===== src/rtl/rf_write_arbiter_if.sv =====
// Writeback bus between the two requesters (ALU, load) and the register-file write arbiter.
interface rf_write_arbiter_if #(
  parameter int DW = 32
);
  logic          V0, V1;
  logic          R0, R1;
  logic [4:0]    RW0, RW1;
  logic [DW-1:0] D0, D1;
  logic          LE;
  logic [4:0]    RW;
  logic [DW-1:0] PW;
  logic [31:0]   Busy;
  logic          Idle;

  modport master (
    output V0, V1, RW0, RW1, D0, D1,
    input  R0, R1, LE, RW, PW, Busy, Idle
  );

  modport slave (
    input  V0, V1, RW0, RW1, D0, D1,
    output R0, R1, LE, RW, PW, Busy, Idle
  );
endinterface


===== src/rtl/rf_write_arbiter.sv =====
// Two-port writeback arbiter: per-port FIFOs, round-robin drain, one registered
// register-file write per cycle, and a busy scoreboard of in-flight destinations.
module rf_write_arbiter #(
  parameter int DEPTH = 2,
  parameter int DW    = 32
) (
  input  logic               Clk,
  input  logic               Rst,
  rf_write_arbiter_if.slave  bus
);
  localparam int AW = $clog2(DEPTH);
  localparam int CW = AW + 1;
  localparam logic [CW-1:0] FULL    = CW'(DEPTH);
  localparam logic [CW-1:0] CNT_ONE = CW'(1);
  localparam logic [AW-1:0] PTR_ONE = AW'(1);

  logic [4:0]    fifo_rw [2][DEPTH];
  logic [DW-1:0] fifo_d  [2][DEPTH];
  logic [AW-1:0] wptr [2];
  logic [AW-1:0] rptr [2];
  logic [CW-1:0] cnt  [2];
  logic          last;

  logic [4:0]    rw_in [2];
  logic [DW-1:0] d_in  [2];
  logic [1:0]    v_in, rdy, nempty, push, pop;

  logic          vld_p0, gnt_p0;
  logic [4:0]    head_rw_p0;
  logic [DW-1:0] head_d_p0;

  logic          vld_p1;
  logic [4:0]    rw_p1;
  logic [DW-1:0] pw_p1;

  logic [31:0]   busy;
  logic [AW-1:0] offs;

  assign v_in     = {bus.V1, bus.V0};
  assign rw_in[0] = bus.RW0;
  assign rw_in[1] = bus.RW1;
  assign d_in[0]  = bus.D0;
  assign d_in[1]  = bus.D1;

  // Stage p0: ready from count only, round-robin grant on FIFO heads
  always_comb begin
    rdy    = '0;
    nempty = '0;
    push   = '0;
    pop    = '0;
    for (int p = 0; p < 2; p++) begin
      rdy[p]    = (cnt[p] < FULL);
      nempty[p] = (cnt[p] != '0);
      push[p]   = v_in[p] & rdy[p];
    end
    vld_p0 = |nempty;
    gnt_p0 = (&nempty) ? ~last : nempty[1];
    if (vld_p0) pop[gnt_p0] = 1'b1;
    head_rw_p0 = fifo_rw[gnt_p0][rptr[gnt_p0]];
    head_d_p0  = fifo_d[gnt_p0][rptr[gnt_p0]];
  end

  always_ff @(posedge Clk) begin
    for (int p = 0; p < 2; p++) begin
      if (push[p]) begin
        fifo_rw[p][wptr[p]] <= rw_in[p];
        fifo_d[p][wptr[p]]  <= d_in[p];
      end
    end
  end

  always_ff @(posedge Clk or posedge Rst) begin
    if (Rst) begin
      for (int p = 0; p < 2; p++) begin
        wptr[p] <= '0;
        rptr[p] <= '0;
        cnt[p]  <= '0;
      end
      last   <= 1'b1;
      vld_p1 <= 1'b0;
      rw_p1  <= '0;
      pw_p1  <= '0;
    end else begin
      for (int p = 0; p < 2; p++) begin
        if (push[p]) wptr[p] <= wptr[p] + PTR_ONE;
        if (pop[p])  rptr[p] <= rptr[p] + PTR_ONE;
        case ({push[p], pop[p]})
          2'b10:   cnt[p] <= cnt[p] + CNT_ONE;
          2'b01:   cnt[p] <= cnt[p] - CNT_ONE;
          default: cnt[p] <= cnt[p];
        endcase
      end
      if (vld_p0) last <= gnt_p0;
      // Stage p1: register-file write port; %g0 entries pop without a write
      vld_p1 <= vld_p0 && (head_rw_p0 != 5'd0);
      if (vld_p0 && (head_rw_p0 != 5'd0)) begin
        rw_p1 <= head_rw_p0;
        pw_p1 <= head_d_p0;
      end
    end
  end

  // An entry is live when its distance from the read pointer is below the count
  always_comb begin
    busy = '0;
    offs = '0;
    for (int p = 0; p < 2; p++) begin
      for (int i = 0; i < DEPTH; i++) begin
        offs = AW'(i) - rptr[p];
        if ({1'b0, offs} < cnt[p]) busy[fifo_rw[p][i]] = 1'b1;
      end
    end
    if (vld_p1) busy[rw_p1] = 1'b1;
    busy[0] = 1'b0;
  end

  assign bus.R0   = rdy[0];
  assign bus.R1   = rdy[1];
  assign bus.LE   = vld_p1;
  assign bus.RW   = rw_p1;
  assign bus.PW   = pw_p1;
  assign bus.Busy = busy;
  assign bus.Idle = (cnt[0] == '0) && (cnt[1] == '0) && !vld_p1;
endmodule


===== src/flat_wrapper.sv =====
// flat-port wrapper written by rule: the top's interface ports become plain ports
module rf_write_arbiter_flat 
#(
  parameter int DEPTH = 2,
  parameter int DW    = 32
)
  (Clk, Rst, bus_V0, bus_V1, bus_RW0, bus_RW1, bus_D0, bus_D1, bus_R0, bus_R1, bus_LE, bus_RW, bus_PW, bus_Busy, bus_Idle);
  rf_write_arbiter_if #(.DW(DW)) bus_i ();
  input  logic Clk;
  input  logic Rst;
  input wire logic [$bits(bus_i.V0)-1:0] bus_V0;
  input wire logic [$bits(bus_i.V1)-1:0] bus_V1;
  input wire logic [$bits(bus_i.RW0)-1:0] bus_RW0;
  input wire logic [$bits(bus_i.RW1)-1:0] bus_RW1;
  input wire logic [$bits(bus_i.D0)-1:0] bus_D0;
  input wire logic [$bits(bus_i.D1)-1:0] bus_D1;
  output wire logic [$bits(bus_i.R0)-1:0] bus_R0;
  output wire logic [$bits(bus_i.R1)-1:0] bus_R1;
  output wire logic [$bits(bus_i.LE)-1:0] bus_LE;
  output wire logic [$bits(bus_i.RW)-1:0] bus_RW;
  output wire logic [$bits(bus_i.PW)-1:0] bus_PW;
  output wire logic [$bits(bus_i.Busy)-1:0] bus_Busy;
  output wire logic [$bits(bus_i.Idle)-1:0] bus_Idle;
  assign bus_i.V0 = bus_V0;
  assign bus_i.V1 = bus_V1;
  assign bus_i.RW0 = bus_RW0;
  assign bus_i.RW1 = bus_RW1;
  assign bus_i.D0 = bus_D0;
  assign bus_i.D1 = bus_D1;
  assign bus_R0 = bus_i.R0;
  assign bus_R1 = bus_i.R1;
  assign bus_LE = bus_i.LE;
  assign bus_RW = bus_i.RW;
  assign bus_PW = bus_i.PW;
  assign bus_Busy = bus_i.Busy;
  assign bus_Idle = bus_i.Idle;
  rf_write_arbiter #(.DEPTH(DEPTH), .DW(DW)) u_core (.Clk(Clk), .Rst(Rst), .bus(bus_i));
endmodule

===== config.mk =====
export PLATFORM = sky130hd
export DESIGN_NAME = rf_write_arbiter_flat
export DESIGN_NICKNAME = d
export VERILOG_FILES = /design/src/rtl/rf_write_arbiter_if.sv /design/src/rtl/rf_write_arbiter.sv /design/src/flat_wrapper.sv
export SDC_FILE = /design/constraint.sdc
export NUM_CORES = 1
export LEC_CHECK = 0
export ABC_AREA = 1
export ABC_CLOCK_PERIOD_IN_PS = 5500
export BUFFER_PORTS_ARGS = -buffer_cell sky130_fd_sc_hd__buf_4
export CAP_MARGIN = 10
export CORE_MARGIN = 3
export CORE_UTILIZATION = 46
export DETAILED_ROUTE_END_ITERATION = 10
export PLACE_DENSITY = 0.72
export SLEW_MARGIN = 10
export SYNTH_ARGS = -nofsm -noshare
export SYNTH_HDL_FRONTEND = slang
export SYNTH_SLANG_ARGS = --single-unit

===== constraint.sdc =====
create_clock -name Clk -period 5.5 [get_ports Clk]
set_clock_uncertainty 0.15 [all_clocks]
set_input_delay 0.825 -clock Clk [delete_from_list [all_inputs] [get_ports Clk]]
set_output_delay 0.825 -clock Clk [all_outputs]
set_load 0.1 [all_outputs]

Word level (Yosys, flattened, before mapping)
Memories as Yosys holds them, arrays and structs flattened.
Index checks and enable logic that the tools add are counted.
- bits in registers: 47
- bits in latches: 0
- bits in writable memories: 148
- bits in read-only memories: 0
- bits of input ports: 78
- output and inout bits: 73
- logic and storage cells: 128
- memories: 2
- add/sub/neg operators: 12
- $mul: 0
- div/mod/pow operators: 0
- $lt $le $gt $ge: 24
- eq/ne operators: 4
- shifts and indexed selects: 0
- mux-type cells: 44
- bitwise operators: 11
- reductions and logical operators: 21
- memories (name ; depth ; bits a word ; read ports ; clocked after memory_dff ; wr ports ; RTL line ; RTL):
    u_core.fifo_d ; 2 ; 64 ; 1 ; 0 ; 2 ; rf_write_arbiter.sv:18 ; logic [DW-1:0] fifo_d [2][DEPTH];
    u_core.fifo_rw ; 2 ; 10 ; 3 ; 0 ; 2 ; rf_write_arbiter.sv:17 ; logic [4:0] fifo_rw [2][DEPTH];
- operator list (kind ; count):
    two-way mux 32 bit ; 10
    two-way mux 64 bit ; 2
    OR 32 bit ; 4
    demux 32 bit (select 1 bit) ; 2
    < comparator 5 x 6 -> 1 bit, second input constant ; 5
    demux 1 bit (select 5 bit) ; 5
    greater-or-equal comparator 5 x 1 -> 1 bit, second input constant ; 5
    two-way mux 5 bit ; 5
    two-way mux 10 bit ; 2
    two-way mux 1 bit ; 12
    logical AND 1 bit ; 11
    demux 5 bit (select 1 bit) ; 2
    greater-or-equal comparator 2 bit, second input constant ; 4
    < comparator 1 x 2 -> 1 bit ; 4
    inverter 1 -> 2 bit ; 4
    case mux 2 bit (2 select lines) ; 2
    nonzero test 2 bit ; 4
    nonzero test 5 bit ; 1
    adder 1 bit, second input constant ; 4
    adder 2 x 1 -> 2 bit, second input constant ; 2
    equality test 2 x 1 -> 1 bit, second input constant ; 2
    equality test 2 bit, second input constant ; 2
    logical NOT 2 bit ; 2
    < comparator 2 x 1 -> 1 bit, second input constant ; 2
    12 further kinds ; 18

Longest topological paths before layout
An unclocked memory read counts as a cell.
- word-level depth: 14
- mapped depth: 14
- depth with buffers taken out: 13

Worst setup path before layout
Ideal clock, no wire load.
- path kind: flip-flop to output port
- start: register u_core.cnt[1] (netlist bit)
- end: output bus_Idle
- arrival: 3138 ps
- required time: 4525 ps
- path slack: 1387 ps
- cell stages (with the launch flop): 7
- path buffers: 1
- path through: dfrtp_1 inv_1 nand2_2 nor2_1 inv_2 buf_1 nor2_1
- word-level cells in the longest chain between the ends: 3
- ends and longest elaborated chain (what ; RTL line ; RTL):
    start, declared ; rf_write_arbiter.sv:21 ; logic [CW-1:0] cnt [2];
    start signal, assigned by index ; rf_write_arbiter.sv:88 ; 2'b10: cnt[p] <= cnt[p] + CNT_ONE;
    start signal, assigned by index ; rf_write_arbiter.sv:89 ; 2'b01: cnt[p] <= cnt[p] - CNT_ONE;
    start signal, assigned by index ; rf_write_arbiter.sv:90 ; default: cnt[p] <= cnt[p];
    logical NOT 2 bit ; rf_write_arbiter.sv:123 ; assign bus.Idle = (cnt[0] == '0) && (cnt[1] == '0) && !vld_p1;
    logical AND 1 bit (2 in a row) ; rf_write_arbiter.sv:123 ;
    end, declared ; flat_wrapper.sv:23 ; output wire logic [$bits(bus_i.Idle)-1:0] bus_Idle;
Every way passes these cells.

Worst setup path after layout
- start: register u_core.cnt[2] (netlist bit)
- end: output bus_Busy[27]
- word-level cells in the longest chain between the ends: 10
- elaborated cells on any way between the ends: 11
- those cells by class: 2 x order compare; 5 x mux; 4 x bitwise
- ends and longest elaborated chain (what ; RTL line ; RTL):
    < comparator 1 x 2 -> 1 bit ; rf_write_arbiter.sv:110 ; if ({1'b0, offs} < cnt[p]) busy[fifo_rw[p][i]] = 1'b1;
    two-way mux 32 bit ; rf_write_arbiter.sv:110 ;
    OR 32 bit (no line) ; n/a ;
    two-way mux 32 bit * ; rf_write_arbiter.sv:110 ;
    OR 32 bit (no line) ; n/a ;
    two-way mux 32 bit * ; rf_write_arbiter.sv:110 ;
    OR 32 bit (no line) ; n/a ;
    two-way mux 32 bit * ; rf_write_arbiter.sv:110 ;
    OR 32 bit (no line) ; n/a ;
    two-way mux 32 bit * ; rf_write_arbiter.sv:113 ; if (vld_p1) busy[rw_p1] = 1'b1;
    end, declared ; flat_wrapper.sv:22 ; output wire logic [$bits(bus_i.Busy)-1:0] bus_Busy;
Every way passes the cells marked *; elsewhere a longest branch is shown, timed or not.

==> flow_summary.json <==
{
  "maxSlewHeadroom": 0.1408,
  "root_buffer": "clkbuf_16",
  "dieHeight_um": 145.5,
  "reg2reg_slack_ns": 2.18,
  "start_util": 0.4735,
  "outcome": "finished, final reports clean",
  "grt_pass1_vias": 6915,
  "final_area_sq_mm": 0.01084,
  "vias": 7001,
  "min_period_over_period": 0.6946,
  "fin_setup_tns_ns": 0,
  "die_w_um": 145.5,
  "setup_violations": 0,
  "rsz0062_at_grt": "no",
  "final_util": 0.5736,
  "yosysMostFrequentCell": "edfxtp_1",
  "layout_min_cycle_time_ns": 3.821,
  "ios": 151,
  "synthArstFlopShare": 0.2410,
  "hold_viol_final": 0,
  "whs_path_depth": 2,
  "ys_top_cells_by_count": "edfxtp_1 (148), nand2_1 (137), nor2_1 (98)",
  "antenna_found_initial": 0,
  "dr.pass1.iters": 5,
  "min_path_type": "flop to flop",
  "port_buffers": 149,
  "wl_per_cell_um": 18.78,
  "crit_path_start_kind": "flop",
  "reg2reg_depth": 10,
  "dpl_cell_area_sq_mm": 0.01027,
  "dp.cells": 1218,
  "hold_end": "u_core.rptr[0]",
  "core_area_sq_mm": 0.01889,
  "syn_to_final_growth_pct": 21.13,
  "synth_top_area_cell": "edfxtp_1",
  "path_max_fanout": 8,
  "clkTransAtPathRegs_ns": 0.06,
  "fin_nets": 1057,
  "track_usage": 0.2215,
  "viasPerCell": 5.601,
  "r2r-start": "u_core.cnt[1]",
  "grt_overflow": 0,
  "cts_buffer_depth": 2,
  "maxCapViolations": 0,
  "syn-cell-area_sq_mm": 0.008946,
  "hold_buffers": 0,
  "cts.repair.resized": 0,
  "cts_tree": "yes",
  "synthFlopType": "edfxtp_1",
  "ant_nets": 0,
  "rr_endpoint": "u_core.bus.LE",
  "synthCells": 838,
  "post_cts_buffers": 0,
  "crit_type": "flop to output port",
  "max_slew.worst_pin.slew_ns": 1.279,
  "synth_warnings": 0,
  "drtIter0Drc": 578,
  "avgSynthCellArea_sq_um": 10.68,
  "globalplace.congestion": 1.040,
  "clk-insertion-delay-late_ns": 0.43,
  "report.final.slew_viol_count": 0,
  "drc": 0,
  "seq_area_frac_synth": 0.6284,
  "crit_arrival_ns": 2.85,
  "yosysUniqueCellTypes": 36,
  "drive_above_1_share": 0.2404,
  "synth-edff-count": 148,
  "min-delay-start": "u_core.rptr[0]",
  "fp.dieArea_sq_mm": 0.02116,
  "syn-num-nets": 918,
  "cts_made_buffers": 17,
  "clock_sinks": 195,
  "antenna_cells": 0,
  "dp_hpwl_mm": 15.43,
  "fmax_ghz": 0.2617,
  "wl_mm": 23.47,
  "h-tree-depth": 4,
  "crit_path_end_kind": "output port",
  "cp.required_ns": 4.53,
  "grt_first_pass_wirelength_mm": 36.96,
  "ys_ff_latch": 195,
  "instances_no_fill": 1250,
  "synth.area.top_cells": "edfxtp_1 (50%), dfrtp_1 (13%), nand2_1 (5.7%)",
  "yosys.area.top_type_share": 0.4968,
  "grt_max_degree": 85,
  "rows": 50
}
==> final cells by class <==
| class | count | area, sq um |
|---|---|---|
| Multi-Input combinational cell | 544 | 2913 |
| Clock buffer | 18 | 429.2 |
| Sequential cell | 195 | 5622 |
| Fill cell | 1622 | 8056 |
| Clock inverter | 14 | 136.4 |
| Inverter | 62 | 232.7 |
| Timing Repair Buffer | 157 | 1179 |
| Tap cell | 260 | 325.3 |
==> placed cells by master (no fill, tap or decap), types with 5 or more instances in the layout <==
master	n
a21oi_1	19
o21ai_1	6
nor2_1	94
nand2_2	13
clkbuf_16	17
xor2_1	5
a221oi_1	17
nand2_1	137
buf_4	157
o21ai_0	16
o31ai_1	32
or2_0	6
nand3_1	60
dfrtp_1	46
o221ai_1	13
or2_2	27
nor3_1	35
inv_1	58
o211ai_1	49
edfxtp_1	148
==> kinds of logic (layout without fill, tap and decap cells) <==
group | count (synthesis) | count (layout) | share of synthesized area
buf+inv | 99 | 251 | 0.05021
compound gates | 156 | 156 | 0.1253
simple gates | 378 | 378 | 0.1860
other cells | 1 | 1 | 0.0004192
flops | 195 | 195 | 0.6284
fa+ha+maj | 2 | 2 | 0.002797
xor+xnor | 7 | 7 | 0.006853
==> critical path, stage by stage, from the launching register on <==
cell and delay (ns):
dfrtp_1 0.49, a21oi_1 0.19, nor3_1 1.00, nand2_1 0.10
o21ai_0 0.12, a21oi_1 0.06, o221ai_1 0.12, buf_4 0.34
==> state kept, by name (all words and copies together) (netlist names) <==
register and cells:
u_core.cnt 4, u_core.bus.RW 5, u_core.last 1, u_core.fifo_rw 20, u_core.bus.LE 1, u_core.bus.PW 32
u_core.wptr 2, u_core.fifo_d 128, u_core.rptr 2
==> worst max path at each step <==
stage	from	to	cells after the start
floorplan	u_core.cnt[1]	bus_Idle	6
CTS	u_core.cnt[2]	bus_Busy[3]	7
detailed placement	u_core.cnt[1]	u_core.bus.PW[12]	11
global route	u_core.cnt[2]	bus_Busy[3]	7
global placement	u_core.cnt[2]	bus_Busy[27]	7
finish	u_core.cnt[2]	bus_Busy[27]	7
==> through the flow <==
stage | hold WS [ns] | setup slack, ns
after global placement | 0.3081 | 2.185
after CTS | 0.3344 | 1.761
after detailed placement | 0.3172 | 2.149
after floorplan | 0.2919 | 1.387
after global routing | 0.3688 | 1.552
final | 0.3280 | 1.679
==> metal layers <==
layer / GRT usage / up-vias / part of all wire / routed length [um]
met5: 0 / - / 0 / 0
met4: 0.08879 / 0 / 0.027 / 626
met3: 0.05325 / 60 / 0.089 / 2087
met2: 0.3576 / 336 / 0.47 / 10920
met1: 0.2911 / 3328 / 0.42 / 9841
li1: - / 3277 / - / -
Power is left out: the tool's default activity adds up to more than one toggle a clock period on the data nets, which glitch-free logic cannot reach.
